File: src/rtl/instr_fetch_unit.sv
// Fetch stage: owns the PC, issues one imem request at a time, buffers the
// returned word and presents its decoded fields to the decode stage.
//
//   state   | meaning
//   --------+-----------------------------------------------------------
//   S_REQ   | request pending on imem, addr = pc
//   S_WAIT  | request accepted, waiting for the response
//   S_VALID | instruction in ibuf presented to decode
//   S_DRAIN | a redirect made the outstanding response stale; drop it
module instr_fetch_unit #(
    parameter logic [31:0] RESET_PC = 32'h8000_0000
) (
    input  logic        clk_i,
    input  logic        rst_i,
    input  logic        F_stall_i,
    input  logic        redirect_i,
    input  logic [31:0] redirect_pc_i,
    output logic        imem_req_o,
    output logic [31:0] imem_addr_o,
    input  logic        imem_ready_i,
    input  logic        imem_rvalid_i,
    input  logic [31:0] imem_rdata_i,
    output logic [31:0] F_pc_o,
    output logic [6:0]  f_opcode_o,
    output logic [4:0]  f_rd_o,
    output logic [9:0]  f_funct_o,
    output logic [4:0]  f_rs1_o,
    output logic [4:0]  f_rs2_o,
    output logic [31:0] f_imm_o,
    output logic [2:0]  f_instr_type_o,
    output logic [31:0] f_default_pc_o,
    output logic [31:0] f_instr_o,
    output logic        f_commit_o
);

    typedef enum logic [1:0] {
        S_REQ   = 2'd0,
        S_WAIT  = 2'd1,
        S_VALID = 2'd2,
        S_DRAIN = 2'd3
    } state_t;

    localparam logic [2:0] TY_NONE = 3'd0;
    localparam logic [2:0] TY_R    = 3'd1;
    localparam logic [2:0] TY_I    = 3'd2;
    localparam logic [2:0] TY_S    = 3'd3;
    localparam logic [2:0] TY_B    = 3'd4;
    localparam logic [2:0] TY_U    = 3'd5;
    localparam logic [2:0] TY_J    = 3'd6;

    state_t      r_state;
    state_t      w_state_nxt;
    logic [31:0] r_pc;
    logic [31:0] w_pc_nxt;
    logic [31:0] r_ibuf;
    logic [31:0] w_ibuf_nxt;
    logic [31:0] w_pc_plus4;
    logic        w_req;
    logic        w_commit;
    logic [31:0] w_instr;
    logic [2:0]  w_type;
    logic [31:0] w_imm;
    logic        w_unused_pc_lsb;

    assign w_pc_plus4      = r_pc + 32'd4;
    assign w_unused_pc_lsb = ^redirect_pc_i[1:0];

    always_ff @(posedge clk_i or posedge rst_i) begin
        if (rst_i) begin
            r_state <= S_REQ;
            r_pc    <= RESET_PC;
            r_ibuf  <= '0;
        end else begin
            r_state <= w_state_nxt;
            r_pc    <= w_pc_nxt;
            r_ibuf  <= w_ibuf_nxt;
        end
    end

    always_comb begin
        w_state_nxt = r_state;
        w_pc_nxt    = r_pc;
        w_ibuf_nxt  = r_ibuf;
        w_req       = 1'b0;
        case (r_state)
            S_REQ: begin
                w_req = 1'b1;
                if (imem_ready_i) w_state_nxt = S_WAIT;
            end
            S_WAIT: begin
                if (imem_rvalid_i) begin
                    w_ibuf_nxt  = imem_rdata_i;
                    w_state_nxt = S_VALID;
                end
            end
            S_VALID: begin
                // consuming the instruction and requesting the next one share a cycle
                if (!F_stall_i) begin
                    w_pc_nxt    = w_pc_plus4;
                    w_req       = 1'b1;
                    w_state_nxt = imem_ready_i ? S_WAIT : S_REQ;
                end
            end
            S_DRAIN: begin
                if (imem_rvalid_i) w_state_nxt = S_REQ;
            end
            default: w_state_nxt = S_REQ;
        endcase

        if (redirect_i) begin
            w_req      = 1'b0;
            w_pc_nxt   = {redirect_pc_i[31:2], 2'b00};
            w_ibuf_nxt = r_ibuf;
            case (r_state)
                S_WAIT:  w_state_nxt = imem_rvalid_i ? S_REQ : S_DRAIN;
                S_DRAIN: w_state_nxt = S_DRAIN;
                default: w_state_nxt = S_REQ;
            endcase
        end
    end

    assign imem_req_o     = w_req & ~rst_i;
    assign imem_addr_o    = (r_state == S_VALID) ? w_pc_plus4 : r_pc;
    assign F_pc_o         = r_pc;
    assign f_default_pc_o = w_pc_plus4;

    // Every decoded field reads zero unless an instruction is being presented.
    assign w_commit   = (r_state == S_VALID);
    assign w_instr    = w_commit ? r_ibuf : 32'd0;
    assign f_commit_o = w_commit;
    assign f_instr_o  = w_instr;
    assign f_opcode_o = w_instr[6:0];
    assign f_rd_o     = w_instr[11:7];
    assign f_funct_o  = {w_instr[31:25], w_instr[14:12]};
    assign f_rs1_o    = w_instr[19:15];
    assign f_rs2_o    = w_instr[24:20];

    always_comb begin
        w_type = TY_NONE;
        w_imm  = '0;
        case (w_instr[6:0])
            7'b0110011:                                     w_type = TY_R;
            7'b0010011, 7'b0000011, 7'b1100111, 7'b1110011: w_type = TY_I;
            7'b0100011:                                     w_type = TY_S;
            7'b1100011:                                     w_type = TY_B;
            7'b0110111, 7'b0010111:                         w_type = TY_U;
            7'b1101111:                                     w_type = TY_J;
            default:                                        w_type = TY_NONE;
        endcase
        case (w_type)
            TY_I: w_imm = {{20{w_instr[31]}}, w_instr[31:20]};
            TY_S: w_imm = {{20{w_instr[31]}}, w_instr[31:25], w_instr[11:7]};
            TY_B: w_imm = {{19{w_instr[31]}}, w_instr[31], w_instr[7],
                           w_instr[30:25], w_instr[11:8], 1'b0};
            TY_U: w_imm = {w_instr[31:12], 12'd0};
            TY_J: w_imm = {{11{w_instr[31]}}, w_instr[31], w_instr[19:12],
                           w_instr[20], w_instr[30:21], 1'b0};
            default: w_imm = '0;
        endcase
    end

    assign f_instr_type_o = w_type;
    assign f_imm_o        = w_imm;

endmodule

File: config.mk
export PLATFORM = sky130hd
export DESIGN_NAME = instr_fetch_unit
export DESIGN_NICKNAME = d
export VERILOG_FILES = /design/src/rtl/instr_fetch_unit.sv
export SDC_FILE = /design/constraint.sdc
export NUM_CORES = 1
export LEC_CHECK = 0
export BUFFER_PORTS_ARGS = -buffer_cell sky130_fd_sc_hd__buf_4
export CORE_ASPECT_RATIO = 0.75
export CORE_MARGIN = 5
export CORE_UTILIZATION = 46
export CTS_CLUSTER_SIZE = 16
export DETAILED_ROUTE_END_ITERATION = 10
export PLACE_DENSITY = 0.88
export SLEW_MARGIN = 25
export SYNTH_ARGS = -nofsm -noshare
export SYNTH_HDL_FRONTEND = slang
export SYNTH_SLANG_ARGS = --single-unit
File: constraint.sdc
create_clock -name clk_i -period 2.4 [get_ports clk_i]
set_input_delay 0.12 -clock clk_i [delete_from_list [all_inputs] [get_ports clk_i]]
set_output_delay 0.12 -clock clk_i [all_outputs]
set_load 0.01 [all_outputs]
==> results.py, run 1 <==
metrics = {
    "run_status": {
        "status": "finished, final reports clean",
    },
    "setup_path": {
        "criticalPathCategory": "reg -> out",
        "cpLargestDelayFamily": "simple AND/OR/NAND/NOR gates",
        "cp_slowest_cell": "or4_4",
        "arrival_ps": 2220,
        "cp_max_fo": 7,
        "reg2reg_slack_ps": 270,
        "crit_path_end_kind": "output port",
        "cp_cell_sequence": "ha_1 > nand3_2 > or4_4 > nor3_1 > xor2_1 > buf_4",
        "critPathRequiredTime_ps": 2280,
        "critical_path.startpoint_type": "flop",
        "max_stage_delay_ps": 560,
        "path_buf_inv": 1,
    },
    "clock_tree": {
        "clock-sinks": 64,
        "path_clk_slew_ps": 50,
        "clk_latency_ps": 330,
        "cts_tree": "done",
        "clockBufferDepth": 2,
        "root_buffer": "clkbuf_16",
        "numCtsBuffers": 9,
        "cts.htree.levels": 3,
    },
    "sta": {
        "timing.final.crit_share_pct": 97.59,
        "finalHoldViolations": 0,
        "setup-tns-final_ps": 0,
        "setup-violations-final": 0,
        "post-route-min-period_ps": 2342,
        "fmax_mhz": 426.9,
        "whs_ps": 11.21,
        "fin_ws_ps": 57.73,
        "skew_ps": 4.772,
        "maxSlewViolCount": 0,
    },
    "layout": {
        "final_cells": 991,
        "design_area_sq_um": 7443,
        "layout_common_cells": "buf_4, nand2_1, dfrtp_1",
        "antenna_cells": 0,
        "final_common_cell": "buf_4",
        "final_nets": 918,
        "drive_gt1_share_pct": 44.54,
        "area_delta_synth_final_pct": 47.07,
    },
    "floorplan": {
        "rows": 33,
        "io_pins": 267,
        "core-area_sq_um": 10860,
        "die_w_um": 131.1,
        "die_h_um": 100.8,
        "die_area_sq_um": 13220,
        "initial_utilization_pct": 46.61,
    },
    "route": {
        "vias": 5432,
        "wl_um": 17690,
        "wl_per_cell_um": 17.85,
        "vias_per_cell": 5.481,
        "firstDrtPassIters": 5,
        "drc": 0,
        "ant_nets": 0,
        "drt-initial-drc-count": 307,
    },
    "pwr": {
        "p_leak_nw": 3.561,
        "power.density_nw_per_um2": 662.3,
        "irDropWorstVdd_uv": 332.2,
    },
    "min_path": {
        "hp-class": "in -> reg",
    },
    "global_route": {
        "grtUsageTotal_pct": 25.64,
        "grt_overflow": 0,
        "gr-usage-met3_pct": 7.934,
        "grtUsageMet2_pct": 42.82,
        "grt_pass1_vias": 5298,
        "grt_use_met1_pct": 32.71,
        "grt_pass1_wl_um": 27640,
        "grt_max_degree": 43,
        "grt_antenna_before_repair": 0,
        "top_usage_layer": "met2",
    },
    "synth": {
        "yosys_warnings": 0,
        "async_flop_share_pct": 100.0,
        "yosysUniqueCellTypes": 48,
        "syn_area_sq_um": 5061,
        "avgSynthCellArea_sq_um": 8.176,
        "synth-edff-count": 0,
        "ys_seq_area_share_pct": 31.67,
        "postSynthCellCount": 619,
        "ys.flop_type": "dfrtp_1",
        "synth-seq-cells": 64,
    },
    "place": {
        "place_inst": 961,
        "detailed_place_hpwl_um": 13460,
        "port_buffers": 258,
        "placed_cell_area_sq_um": 6929,
        "dp_slack_ps": 172.1,
        "gp_congestion": 0.8893,
    },
    "job": {
        "cap_violations": 0,
    },
}
worst paths after layout:
kind,cells after the start,end,start
max,6,imem_addr_o[26],F_pc_o[2]
min,3,F_pc_o[4],redirect_pc_i[4]
max reg2reg,5,F_pc_o[28],F_pc_o[2]
min reg2reg,1,r_ibuf[28],r_ibuf[28]
max in group asynchronous,4,F_pc_o[3],rst_i
min in group asynchronous,4,r_ibuf[27],rst_i
synth_stat cells (2+ instances only):
library cell	instances	area, sq um
a211oi_1	2	15.01
a21o_1	8	60.06
a21oi_1	4	20.02
a22o_1	5	43.79
a31oi_1	16	100.1
and2_1	19	118.9
and3_1	11	68.82
and3b_1	2	17.52
and4_1	5	43.79
buf_1	7	26.28
buf_2	8	40.04
buf_4	42	315.3
clkbuf_1	37	138.9
clkbuf_2	2	10.01
dfrtp_1	63	1577
inv_1	21	78.83
mux2_2	31	349.1
mux2i_1	3	30.03
nand2_1	56	210.2
nand2b_1	2	12.51
nand3_1	25	125.1
nand4_1	17	106.4
nand4b_1	2	17.52
nor2_1	40	150.1
nor2b_1	5	31.28
nor3_1	21	105.1
nor3b_1	2	15.01
nor4_1	13	81.33
o211ai_1	2	15.01
o21ai_0	31	155.2
o31ai_1	13	97.59
or2_2	3	18.77
or3_1	2	12.51
or4_1	17	127.6
xnor2_1	34	297.8
xor2_1	36	315.3
worst reg2reg max path, cell delays in order (launching register included):
cell	delay [ps]
dfrtp_2	440
ha_1	210
nand3_2	170
or4_1	630
or4_1	440
a31oi_1	170
power breakdown:
part / internal [W] / switching (W) / total (W)
logic: 0.000981 / 0.000918 / 0.00190
clock network: 0.000746 / 0.000471 / 0.00122
registers: 0.00141 / 0.000401 / 0.00181
metal layers:
layer  up-vias  routed length [um]
met4         0                 183
met5         -                   0
met1      2582                7101
met2       272                8740
li1       2562                   -
met3        16                1665
per-stage QoR:
step | power [W] | utilization [%]
finish | 0.004930 | 68.54
global route | 0.005218 | 68.54
floorplan | 0.002879 | -
global placement | 0.003591 | 63.81
detailed placement | 0.003664 | 63.81
CTS | 0.004910 | 67.82
flip-flops by register name (all words and copies together), names as in the netlist:
signal and cells:
r_ibuf 32, F_pc_o 30, r_state 2
cell families after synthesis:
family          after synthesis  share of synthesized area (%)
simple gates                244                          25.32
other cells                   1                        0.07409
fa+ha+maj                     1                         0.2472
flops                        64                          31.67
buf+inv                     118                          12.11
mux                          34                          7.491
compound gates               87                          10.98
xor+xnor                     70                          12.11
layout make-up:
class | instances | area, sq um
Sequential cell | 64 | 1617
Tap cell | 140 | 175.2
Inverter | 22 | 82.58
Clock inverter | 3 | 17.52
Clock buffer | 12 | 256.5
Fill cell | 885 | 3416
Multi-Input combinational cell | 442 | 2950
Timing Repair Buffer | 308 | 2345
what timing repair did:
action / 4_1_cts / 5_1_grt
gates cloned: 0 / 0
hold buffers: 10 / 0
endpoints found under the hold margin: 72 / 0
resized for setup: 8 / 24
endpoints found under the setup margin: 23 / 44
pin swaps: 1 / 2
buffers inserted: 4 / 1
No activity file was read; power rests on OpenSTA's default activity.
==> run 2: changes to the inputs <==
CELL_PAD_IN_SITES_DETAIL_PLACEMENT = 0   (was unset)
CELL_PAD_IN_SITES_GLOBAL_PLACEMENT = 2   (was unset)
CORE_UTILIZATION = 24   (was 46)
PLACE_DENSITY = 0.87   (was 0.88)
==> run 2 against run 1 <==
  * Critical path depth did not move
  * Die area is 82% higher
  * Sequential cell count unchanged
  * Routed wire length increased by 9.6%
  * Cell area increased by 5.6%
  * Sequential power down 3%
  * Via count shrank 2.5%
  * Largest cell class unchanged
  * Sequential share of layout area shrank 1.3 points
  * Clock-buffer cell count down 1
==> results.py, run 2 (synthesis gave the netlist of run 1 again) <==
metrics = {
    "floorplan": {
        "die_w_um": 177.7,
        "io_pins": 267,
        "initial_utilization_pct": 24.16,
        "die_h_um": 135.8,
        "core-area_sq_um": 20950,
        "die_area_sq_um": 24120,
        "rows": 46,
    },
    "pwr": {
        "sw_frac_of_total_pct": 35.49,
        "power.density_nw_per_um2": 653.1,
        "power_switching_w": 0.001822,
        "p_leak_nw": 3.690,
        "irDropWorstVdd_uv": 332.2,
        "power.internal_w": 0.003311,
        "pwr-share-comb_pct": 39.5,
        "clkPwrFrac_pct": 26.4,
        "pwr-share-seq_pct": 34.1,
    },
    "clock_tree": {
        "cts_tree": "done",
        "root_buffer": "clkbuf_16",
        "clk_latency_ps": 330,
        "clockBufferDepth": 2,
        "path_clk_slew_ps": 60,
        "clock-sinks": 64,
        "numCtsBuffers": 9,
        "cts.htree.levels": 3,
    },
    "route": {
        "route.met2.wl_um": 9020,
        "vias": 5298,
        "drc": 0,
        "wl_um": 19390,
        "wl_met3_um": 1108,
        "highest_layer": "met4",
        "firstDrtPassIters": 5,
        "drt-initial-drc-count": 210,
        "ant_nets": 0,
        "wl_met1_um": 9083,
        "vias_per_cell": 4.555,
        "wl_per_cell_um": 16.67,
    },
    "job": {
        "cap_violations": 0,
    },
    "place": {
        "detailed_place_hpwl_um": 15100,
        "placed_cell_area_sq_um": 7247,
        "port_buffers": 258,
        "gp_congestion": 0.7850,
    },
    "sta": {
        "setup-violations-final": 0,
        "setup-tns-final_ps": 0,
        "skew_ps": 8.514,
        "maxSlewViolCount": 0,
        "post-route-min-period_ps": 2316,
        "timing.final.crit_share_pct": 96.49,
        "max_slew_margin_pct": 46.63,
        "worstMarginPinSlew_ps": 800.6,
        "finalHoldViolations": 0,
        "fmax_mhz": 431.8,
        "rsz0062_at_grt": "yes",
    },
    "layout": {
        "drive_gt1_share_pct": 45.49,
        "layout_common_cells": "buf_4, dfrtp_1, nand2_1",
        "final_nets": 941,
        "antenna_cells": 0,
        "design_area_sq_um": 7859,
        "regMostFlops": "r_ibuf",
        "final_common_cell": "buf_4",
        "largest_reg_flops": 32,
        "area_delta_synth_final_pct": 55.28,
    },
    "run_status": {
        "status": "finished, final reports clean",
    },
    "setup_path": {
        "reg2reg_from": "r_state[0]",
        "cp-endpoint": "imem_addr_o[31]",
        "rr_endpoint": "F_pc_o[26]",
        "cp_max_fo": 5,
        "reg2reg_slack_ps": 210,
        "reg2reg_depth": 4,
        "critPathRequiredTime_ps": 2280,
        "arrival_ps": 2200,
        "crit_path_end_kind": "output port",
        "crit_path_start": "F_pc_o[3]",
        "criticalPathCategory": "reg -> out",
        "critical_path.startpoint_type": "flop",
    },
    "global_route": {
        "grtUsageTotal_pct": 15.61,
        "grt_max_degree": 59,
        "grt_pass1_wl_um": 29700,
        "grt_pass1_vias": 5281,
        "grt_overflow": 0,
        "grt_antenna_before_repair": 0,
    },
    "min_path": {
        "hp-class": "in -> reg",
    },
}
-- run 2: how the worst min path moves through the flow --
stage / from / cells after the start / end
3_5_place_dp: rst_i / 2 / F_pc_o[29]
6_report: redirect_pc_i[10] / 3 / F_pc_o[10]
3_3_place_gp: rst_i / 2 / F_pc_o[29]
5_1_grt: imem_rdata_i[10] / 2 / r_ibuf[10]
2_1_floorplan: imem_rdata_i[31] / 2 / r_ibuf[31]
4_1_cts: imem_rdata_i[21] / 2 / r_ibuf[21]
-- run 2: layer usage --
layer  GRT usage [%]  up-vias
met2           25.02      152
met5               0        -
met4           3.607        0
met1           21.61     2520
li1                -     2616
met3           3.348       10
-- run 2: stage by stage --
step / hold WS, ps / utilization, % / total power [W] / setup slack [ps] / std cells
after floorplan: 236.8 / - / 0.002879 / 190.8 / 624
after detailed placement: 45.43 / 34.59 / 0.003750 / 103.5 / 1125
after global routing: 0.1498 / 37.51 / 0.005480 / -36.71 / 1163
after CTS: 0.3291 / 37.10 / 0.005187 / -1.618 / 1159
final: 14.16 / 37.51 / 0.005133 / 84.31 / 1163
after global placement: 46.82 / 34.59 / 0.003712 / 143.5 / 1125
-- run 2: power groups by stage --
stage | logic, W | registers, W | clock network (W)
5_1_grt | 0.00222 | 0.00180 | 0.00145
3_5_place_dp | 0.00199 | 0.00176 | 0
2_1_floorplan | 0.00126 | 0.00162 | 0
4_1_cts | 0.00204 | 0.00174 | 0.00141
6_report | 0.00203 | 0.00175 | 0.00135
3_3_place_gp | 0.00197 | 0.00174 | 0
-- run 2: layout make-up --
cell class	instances	area [sq um]
Fill cell	2248	13090
Multi-Input combinational cell	442	2965
Timing Repair Buffer	331	2534
Sequential cell	64	1605
Tap cell	288	360.3
Clock buffer	11	252.7
Inverter	22	86.33
Clock inverter	5	55.05
-- run 2: repair_timing --
| item | 4_1_cts | 5_1_grt |
|---|---|---|
| hold buffers | 13 | 0 |
| pin swaps | 3 | 1 |
| setup buffers | 5 | 4 |
| setup endpoints to repair | 36 | 37 |
| hold endpoints to repair | 18 | 0 |
| resized for setup | 13 | 15 |
-- run 2: critical path: stages, from the launching register on --
cell,delay (ps)
dfrtp_1,390
nand4_1,230
or4_4,530
nor4_2,260
buf_4,150
xor2_1,150
buf_4,140
